$ cat config.mk
export PLATFORM = sky130hd
export DESIGN_NAME = mem_arbiter_flat
export DESIGN_NICKNAME = d
export VERILOG_FILES = /design/src/rtl/mem_arbiter_if.sv /design/src/rtl/mem_arbiter.sv /design/src/flat_wrapper.sv
export SDC_FILE = /design/constraint.sdc
export NUM_CORES = 1
export LEC_CHECK = 0
export CAP_MARGIN = 30
export CORE_MARGIN = 2
export CORE_UTILIZATION = 48
export CTS_CLUSTER_SIZE = 12
export DETAILED_ROUTE_END_ITERATION = 10
export PLACE_DENSITY = 0.85
export SLEW_MARGIN = 5
export SYNTH_ARGS = -nofsm -noshare
export SYNTH_HDL_FRONTEND = slang
export SYNTH_SLANG_ARGS = --single-unit
$ cat constraint.sdc
create_clock -name clk -period 3.4 [get_ports clk]
set_input_delay 0.68 -clock clk [delete_from_list [all_inputs] [get_ports clk]]
set_output_delay 0.68 -clock clk [all_outputs]
set_load 0.05 [all_outputs]
$ cat src/rtl/mem_arbiter_if.sv
// Bundle of requester handshakes and memory-side strobes for mem_arbiter.
// The arbiter uses the slave view; whoever drives requests and memory responses uses master.
interface mem_arbiter_if;
  logic       req0, req1;
  logic       wr0, wr1;
  logic [7:0] addr0, addr1;
  logic [7:0] wdata0, wdata1;
  logic       ack0, ack1;
  logic [7:0] rd_data;
  logic       err;
  logic [1:0] gnt;
  logic       mem_read, mem_write;
  logic [7:0] addr_bus, mem_wdata;
  logic [7:0] mem_rdata;
  logic       mem_ready;

  modport slave (
    input  req0, req1, wr0, wr1, addr0, addr1, wdata0, wdata1, mem_rdata, mem_ready,
    output ack0, ack1, rd_data, err, gnt, mem_read, mem_write, addr_bus, mem_wdata
  );

  modport master (
    output req0, req1, wr0, wr1, addr0, addr1, wdata0, wdata1, mem_rdata, mem_ready,
    input  ack0, ack1, rd_data, err, gnt, mem_read, mem_write, addr_bus, mem_wdata
  );
endinterface

$ cat src/rtl/mem_arbiter.sv
// Two-port round-robin memory arbiter with a bounded mem_ready wait and timeout abort.
// All outputs are registered; a single access is in flight at any time.
module mem_arbiter #(
  parameter int WAIT_MAX = 15
) (
  input logic          clk,
  input logic          rst,
  mem_arbiter_if.slave bus
);
  // state  | meaning
  // IDLE   | no owner; requests sampled at every edge
  // ACCESS | strobe held toward memory until mem_ready or timeout
  // RESP   | one-cycle ack (with err qualifier) to the owner
  typedef enum logic [1:0] {IDLE = 2'd0, ACCESS = 2'd1, RESP = 2'd2} state_t;

  localparam logic [7:0] WAIT_LIM = 8'(WAIT_MAX);

  state_t     state, state_nxt;
  logic       last_q, last_nxt;
  logic [7:0] wait_q, wait_nxt, wait_inc;
  logic [1:0] gnt_q, gnt_nxt;
  logic       ack0_q, ack0_nxt, ack1_q, ack1_nxt;
  logic       err_q, err_nxt;
  logic       rd_q, rd_nxt, wr_q, wr_nxt;
  logic [7:0] addr_q, addr_nxt;
  logic [7:0] wdata_q, wdata_nxt;
  logic [7:0] rdata_q, rdata_nxt;
  logic       pick1, sel_wr;
  logic [7:0] sel_addr, sel_wdata;

  // Port 1 wins when alone, or on a tie when port 0 was served last.
  assign pick1     = bus.req1 & (~bus.req0 | ~last_q);
  assign sel_wr    = pick1 ? bus.wr1 : bus.wr0;
  assign sel_addr  = pick1 ? bus.addr1 : bus.addr0;
  assign sel_wdata = pick1 ? bus.wdata1 : bus.wdata0;
  assign wait_inc  = wait_q + 8'd1;

  always_comb begin
    state_nxt = state;
    last_nxt  = last_q;
    wait_nxt  = wait_q;
    gnt_nxt   = gnt_q;
    ack0_nxt  = ack0_q;
    ack1_nxt  = ack1_q;
    err_nxt   = err_q;
    rd_nxt    = rd_q;
    wr_nxt    = wr_q;
    addr_nxt  = addr_q;
    wdata_nxt = wdata_q;
    rdata_nxt = rdata_q;

    case (state)
      IDLE: begin
        if (bus.req0 | bus.req1) begin
          gnt_nxt   = pick1 ? 2'b10 : 2'b01;
          last_nxt  = pick1;
          rd_nxt    = ~sel_wr;
          wr_nxt    = sel_wr;
          addr_nxt  = sel_addr;
          wdata_nxt = sel_wdata;
          wait_nxt  = 8'd0;
          state_nxt = ACCESS;
        end
      end
      ACCESS: begin
        if (bus.mem_ready) begin
          rd_nxt    = 1'b0;
          wr_nxt    = 1'b0;
          if (rd_q) rdata_nxt = bus.mem_rdata;
          err_nxt   = 1'b0;
          ack0_nxt  = gnt_q[0];
          ack1_nxt  = gnt_q[1];
          state_nxt = RESP;
        end else if (wait_inc == WAIT_LIM) begin
          // The WAIT_MAX-th edge without mem_ready aborts the access.
          rd_nxt    = 1'b0;
          wr_nxt    = 1'b0;
          err_nxt   = 1'b1;
          ack0_nxt  = gnt_q[0];
          ack1_nxt  = gnt_q[1];
          wait_nxt  = wait_inc;
          state_nxt = RESP;
        end else begin
          wait_nxt  = wait_inc;
        end
      end
      RESP: begin
        ack0_nxt  = 1'b0;
        ack1_nxt  = 1'b0;
        err_nxt   = 1'b0;
        gnt_nxt   = 2'b00;
        state_nxt = IDLE;
      end
      default: begin
        state_nxt = IDLE;
      end
    endcase
  end

  always_ff @(posedge clk or negedge rst) begin
    if (!rst) begin
      state   <= IDLE;
      last_q  <= 1'b1;
      wait_q  <= 8'd0;
      gnt_q   <= 2'b00;
      ack0_q  <= 1'b0;
      ack1_q  <= 1'b0;
      err_q   <= 1'b0;
      rd_q    <= 1'b0;
      wr_q    <= 1'b0;
      addr_q  <= 8'd0;
      wdata_q <= 8'd0;
      rdata_q <= 8'd0;
    end else begin
      state   <= state_nxt;
      last_q  <= last_nxt;
      wait_q  <= wait_nxt;
      gnt_q   <= gnt_nxt;
      ack0_q  <= ack0_nxt;
      ack1_q  <= ack1_nxt;
      err_q   <= err_nxt;
      rd_q    <= rd_nxt;
      wr_q    <= wr_nxt;
      addr_q  <= addr_nxt;
      wdata_q <= wdata_nxt;
      rdata_q <= rdata_nxt;
    end
  end

  assign bus.gnt       = gnt_q;
  assign bus.ack0      = ack0_q;
  assign bus.ack1      = ack1_q;
  assign bus.err       = err_q;
  assign bus.mem_read  = rd_q;
  assign bus.mem_write = wr_q;
  assign bus.addr_bus  = addr_q;
  assign bus.mem_wdata = wdata_q;
  assign bus.rd_data   = rdata_q;
endmodule

$ cat src/flat_wrapper.sv
// flat-port wrapper written by rule: the top's interface ports become plain ports
module mem_arbiter_flat 
#(
  parameter int WAIT_MAX = 15
)
  (clk, rst, bus_req0, bus_req1, bus_wr0, bus_wr1, bus_addr0, bus_addr1, bus_wdata0, bus_wdata1, bus_mem_rdata, bus_mem_ready, bus_ack0, bus_ack1, bus_rd_data, bus_err, bus_gnt, bus_mem_read, bus_mem_write, bus_addr_bus, bus_mem_wdata);
  mem_arbiter_if bus_i ();
  input logic clk;
  input logic rst;
  input wire logic [$bits(bus_i.req0)-1:0] bus_req0;
  input wire logic [$bits(bus_i.req1)-1:0] bus_req1;
  input wire logic [$bits(bus_i.wr0)-1:0] bus_wr0;
  input wire logic [$bits(bus_i.wr1)-1:0] bus_wr1;
  input wire logic [$bits(bus_i.addr0)-1:0] bus_addr0;
  input wire logic [$bits(bus_i.addr1)-1:0] bus_addr1;
  input wire logic [$bits(bus_i.wdata0)-1:0] bus_wdata0;
  input wire logic [$bits(bus_i.wdata1)-1:0] bus_wdata1;
  input wire logic [$bits(bus_i.mem_rdata)-1:0] bus_mem_rdata;
  input wire logic [$bits(bus_i.mem_ready)-1:0] bus_mem_ready;
  output wire logic [$bits(bus_i.ack0)-1:0] bus_ack0;
  output wire logic [$bits(bus_i.ack1)-1:0] bus_ack1;
  output wire logic [$bits(bus_i.rd_data)-1:0] bus_rd_data;
  output wire logic [$bits(bus_i.err)-1:0] bus_err;
  output wire logic [$bits(bus_i.gnt)-1:0] bus_gnt;
  output wire logic [$bits(bus_i.mem_read)-1:0] bus_mem_read;
  output wire logic [$bits(bus_i.mem_write)-1:0] bus_mem_write;
  output wire logic [$bits(bus_i.addr_bus)-1:0] bus_addr_bus;
  output wire logic [$bits(bus_i.mem_wdata)-1:0] bus_mem_wdata;
  assign bus_i.req0 = bus_req0;
  assign bus_i.req1 = bus_req1;
  assign bus_i.wr0 = bus_wr0;
  assign bus_i.wr1 = bus_wr1;
  assign bus_i.addr0 = bus_addr0;
  assign bus_i.addr1 = bus_addr1;
  assign bus_i.wdata0 = bus_wdata0;
  assign bus_i.wdata1 = bus_wdata1;
  assign bus_i.mem_rdata = bus_mem_rdata;
  assign bus_i.mem_ready = bus_mem_ready;
  assign bus_ack0 = bus_i.ack0;
  assign bus_ack1 = bus_i.ack1;
  assign bus_rd_data = bus_i.rd_data;
  assign bus_err = bus_i.err;
  assign bus_gnt = bus_i.gnt;
  assign bus_mem_read = bus_i.mem_read;
  assign bus_mem_write = bus_i.mem_write;
  assign bus_addr_bus = bus_i.addr_bus;
  assign bus_mem_wdata = bus_i.mem_wdata;
  mem_arbiter #(.WAIT_MAX(WAIT_MAX)) u_core (.clk(clk), .rst(rst), .bus(bus_i));
endmodule
**After elaboration in Yosys (flattened, before gate mapping)**

Index checks and enable logic that the tools add are counted.

- Logic and storage cells: 64
- Output and inout port bits: 31
- Bits in registers: 42
- Bits of input ports: 47

- Add/subtract/negate cells: 1
- Bitwise gates (word level): 6
- Reduce and logical (&&, ||, !) cells: 11
- Mux-type cells: 28
- Equal/unequal tests: 6

Operator list:

| kind | count |
|---|---|
| 8-bit two-way mux | 4 |
| 8-bit case mux with 2 select lines | 1 |
| 1-bit two-way mux | 11 |
| 2-bit two-way mux | 5 |
| 1-bit case mux with 2 select lines | 5 |
| 3-bit AND reduction | 3 |
| 8-bit by 1-bit adder with 8-bit output (second input constant) | 1 |
| 8-bit by 4-bit equality test with 1-bit output (second input constant) | 1 |
| 2-bit case mux with 2 select lines | 2 |
| 2-bit AND reduction | 4 |
| 2-bit nonzero test | 3 |
| 3-bit by 2-bit inequality test with 1-bit output (second input constant) | 1 |
| 1-bit inverter | 3 |
| 2-bit by 1-bit equality test with 1-bit output (second input constant) | 1 |
| 2-bit equality test (second input constant) | 1 |
| 2-bit zero test | 1 |
| 2-bit by 1-bit inequality test with 1-bit output (second input constant) | 1 |
| 2-bit inequality test (second input constant) | 1 |
| 1-bit OR | 2 |
| 1-bit bitwise AND | 1 |

**Longest topological paths before layout**

- Word-level depth: 7
- Depth in mapped cells: 9
- Gate-level depth less buffers: 7

**Worst setup path before layout**

No wires, ideal clock.

- Path kind: register to register
- Start: register u_core.wait_q[0]
- End: register u_core.ack0_q (netlist: u_core.bus.ack0)
- Cell stages (with the launch flop): 7
- Clock period less this slack: 1935 ps
- Buffers on the path: 0
- Setup slack: 1465 ps
- Arrival: 1807 ps
- Setup time: 128 ps
- Required time: 3272 ps
- Cell sequence: dfrtp_1 > ha_1 > nand2b_1 > a21oi_2 > o211ai_2 > o41a_1 > mux2_1

- Word-level cells in the longest chain between the ends: 4

Ends and longest elaborated chain:

| element | RTL line | source |
|---|---|---|
| start, declared | mem_arbiter.sv:20 | `logic [7:0] wait_q, wait_nxt, wait_inc;` |
| start signal, assigned | mem_arbiter.sv:117 | `wait_q <= wait_nxt;` |
| 8-bit by 1-bit adder with 8-bit output | mem_arbiter.sv:36 | `assign wait_inc = wait_q + 8'd1;` |
| 8-bit by 4-bit equality test with 1-bit output | mem_arbiter.sv:74 | `end else if (wait_inc == WAIT_LIM) begin` |
| 3-bit by 2-bit inequality test with 1-bit output (no line) | -- |  |
| 2-bit AND reduction (no line) | -- |  |
| end signal, assigned | mem_arbiter.sv:119 | `ack0_q <= ack0_nxt;` |
| end, declared | mem_arbiter.sv:22 | `logic ack0_q, ack0_nxt, ack1_q, ack1_nxt;` |

Every way passes these cells.
A chain may end at the register's enable or synchronous reset.

**Final worst setup path**

- Start: register u_core.rd_q (netlist: u_core.bus.mem_read)
- End: output bus_mem_read

RTL lines:

| element | RTL line | source |
|---|---|---|
| start, declared | mem_arbiter.sv:24 | `logic rd_q, rd_nxt, wr_q, wr_nxt;` |
| start signal, assigned | mem_arbiter.sv:122 | `rd_q <= rd_nxt;` |
| end, declared | flat_wrapper.sv:25 | `output wire logic [$bits(bus_i.mem_read)-1:0] bus_mem_read;` |

No word-level cell between the ends.

==> run metrics <==
clk sinks=42; synthesized-area fraction occupied by adder cells=0.0293; min-delay worst type=in -> async; die width=between 70 and 80 µm; status=complete, no violations; cts-stage hold buffer count=0; remaining antenna violation count=0; top-count cell post-synth=dfrtp_1; fraction of the mapped netlist area in compound gates=0.165; LEAKAGE=~1.3 nW; WL final=around 5.2 mm; largest area contributor in the netlist=dfrtp_1; Mapped Nets=between 200 and 300; cell chain of the critical path=clkdlybuf4s50_1; largest net degree at the start of global routing=43; max cap viols=0; WP data required=between 2 and 3 ns; clk_lat worst skew=0.30 ns; DP Wirelength=approximately 3.8 mm; final period utilization=0.654; first-pass GRT wire length=about 9 mm; relative slew slack=0.511; Async S/R FF share, synth=1.00; post-CTS setup buffers=0; Boundary Pins=about 80; vias in the first global route=1889; PostCTS Resize Cnt=0; htree depth=2; first-pass iteration count of the detailed router=6; Die Ht=70.7 µm; PD cells=approximately 950 nW/µm²; Synth top area share=0.481; FMAX=450 MHz; Setup violations, final=0; Longest Clk Path Bufs=2; Synth Area in XOR/XNOR=0.00821; most frequent cells after synthesis=41 x dfrtp_1, 34 x nand2_1, 26 x o21ai_0; minimum clock period=between 2 and 2.5 ns; Critical Path AT=between 1.5 and 2 ns; die area=5000 µm²; Worst Reg2Reg Path Length in Cells=6; share of layout cells above drive strength 1=0.0922; core area=approximately 4300 µm²; fin nets=~340; post-route cell area=slightly above 3000 µm²; mean post-synth cell area=approximately 10 µm²; CP max stage delay=between 0.8 and 0.9 ns; WS Path Type=reg -> out; yosys warns=0; Synth Instances=roughly 210; Most used DFF post-synth=dfrtp_1; VDD IR max=about 0.64 mV; Fin. Hold Viols=0; worst-path fanout max=4; mux contribution to synthesized area=0.128; routability cong.=0.813; post-synthesis sequential area ratio=0.493; hold slack=0.159 ns; routed len/inst=approximately 15 µm; remaining global-route overflow=0; Starting Density=0.494; r2r setup slk=between 1 and 1.5 ns; Crit-path slowest cell=clkdlybuf4s50_1; initial antenna violation count=0; r2r startpoint=u_core.wait_q[0]; CTS buffer count=5; EDFF count, synth=0; post-synthesis cell type count=45; critical path's top delay family=buffers and inverters; drt drc=0; largest family of logic cells by synthesized area=compound AO/OA/AOI/OAI gates; simple-gate share of the synthesized area=0.146; root buffer cell=clkbuf_8; TritonCTS clock tree=done; total inserted antenna cells=0; unrepaired setup endpoints after global routing=false; Final Max Tran Viols=0; vias per inst=around 5.5; area of the mapped netlist=approximately 2100 µm²; # port buffers=77; Worst-path clk slew=0.08 ns; Setup crit end kind=output pin; Buf/Inv on CP=1; Synth area leaders=dfrtp_1 48%, mux2i_1 7.5%, o21ai_0 6.1%; Tightest Pin Transition=between 0.7 and 0.8 ns; register bit total from synthesis=between 40 and 50; setup_tns=0 ns; drt initial violations=approximately 220; Fin Clk Skew=about 0.008 ns; via count=approximately 1.9k; Layout area overhead=43.7%; row count=24; element type at the critical path start=flip-flop; RR Endpoint=u_core.bus.ack1; Total GRT Usage=0.223; area post-placement=2950 µm²
per-layer routing:
metal  global-route usage  up-vias  routed length (µm)
met5                    0        -                   0
met1                0.281      905                2130
met2                0.385       69                2630
met3               0.0456        7                 321
met4               0.0713        0                  82
li1                     -      917                   -
cell usage in the layout (no fill, tap or decap), types with 2 or more instances in the layout:
cell,netlist,final
a21oi_1,5,5
a222oi_1,3,3
a22o_1,2,2
and4_1,2,2
buf_4,0,2
clkbuf_8,0,6
clkdlybuf4s50_1,0,76
dfrtp_1,41,41
ha_1,5,5
inv_1,9,9
mux2_1,2,2
mux2_2,8,8
mux2i_1,16,16
nand2_1,34,34
nand2b_1,3,3
nand3_1,4,4
nor2_1,10,10
nor2b_1,4,4
nor3_1,2,2
o21ai_0,26,25
o21ai_1,2,3
o31ai_1,2,2
xnor2_1,2,2
worst register-to-register path: stages (launching register included):
cell and delay, ns:
dfrtp_1 0.49, ha_1 0.31, nand2b_1 0.17, a21oi_2 0.12, o211ai_2 0.14, o41a_1 0.47
mux2_1 0.32
cells by family after synthesis:
logic type | count (synthesis)
xor+xnor | 2
fa+ha+maj | 5
compound gates | 54
simple gates | 67
mux | 26
flops | 42
buf+inv | 17
registers in the layout, summed over array words and instances (netlist names):
name and count:
u_core.wait_q 8, u_core.bus.ack1 1, u_core.state 2, u_core.last_q 1, u_core.bus.gnt 2, u_core.bus.mem_write 1
u_core.bus.rd_data 8, u_core.bus.ack0 1, u_core.bus.mem_wdata 8, u_core.bus.err 1, u_core.bus.addr_bus 8, u_core.bus.mem_read 1
layout make-up:
class / count / area [µm²]
fillers: 341 / 1260
flip-flops and latches: 42 / 1050
multi-input cells: 154 / 1020
repair buffers: 80 / 801
clock buffers: 6 / 82.6
well taps: 52 / 65.1
inverters: 9 / 33.8
clock inverters: 2 / 12.5
through the flow:
stage	worst slack, ns	power (mW)	utilization	std cells
final	1.18	2.91	0.709	345
after global routing	0.986	3.09	0.709	345
after CTS	1.17	2.93	0.705	344
after detailed placement	0.939	2.58	0.683	336
after global placement	0.999	2.54	0.683	336
after floorplan	1.47	2.00	-	213
power breakdown:
part	switching, mW	leakage, nW	internal (mW)
Clock	0.172	0.0472	0.163
Sequential	0.145	0.527	0.716
Combinational	1.10	0.736	0.618
Total	1.42	1.31	1.50
how the worst max path moves through the flow:
stage                     depth (start not counted)                start  slack [ns]          endpoint
after floorplan                                   6     u_core.wait_q[0]        1.47   u_core.bus.ack0
after global placement                            5        bus_mem_ready         1.0   u_core.bus.ack0
after detailed placement                          5        bus_mem_ready        0.94   u_core.bus.ack1
after CTS                                         1  u_core.bus.mem_read        1.17      bus_mem_read
after global routing                              5        bus_mem_ready        0.99  u_core.wait_q[2]
final                                             1  u_core.bus.mem_read        1.18      bus_mem_read
(Power assumes the default switching activity.)
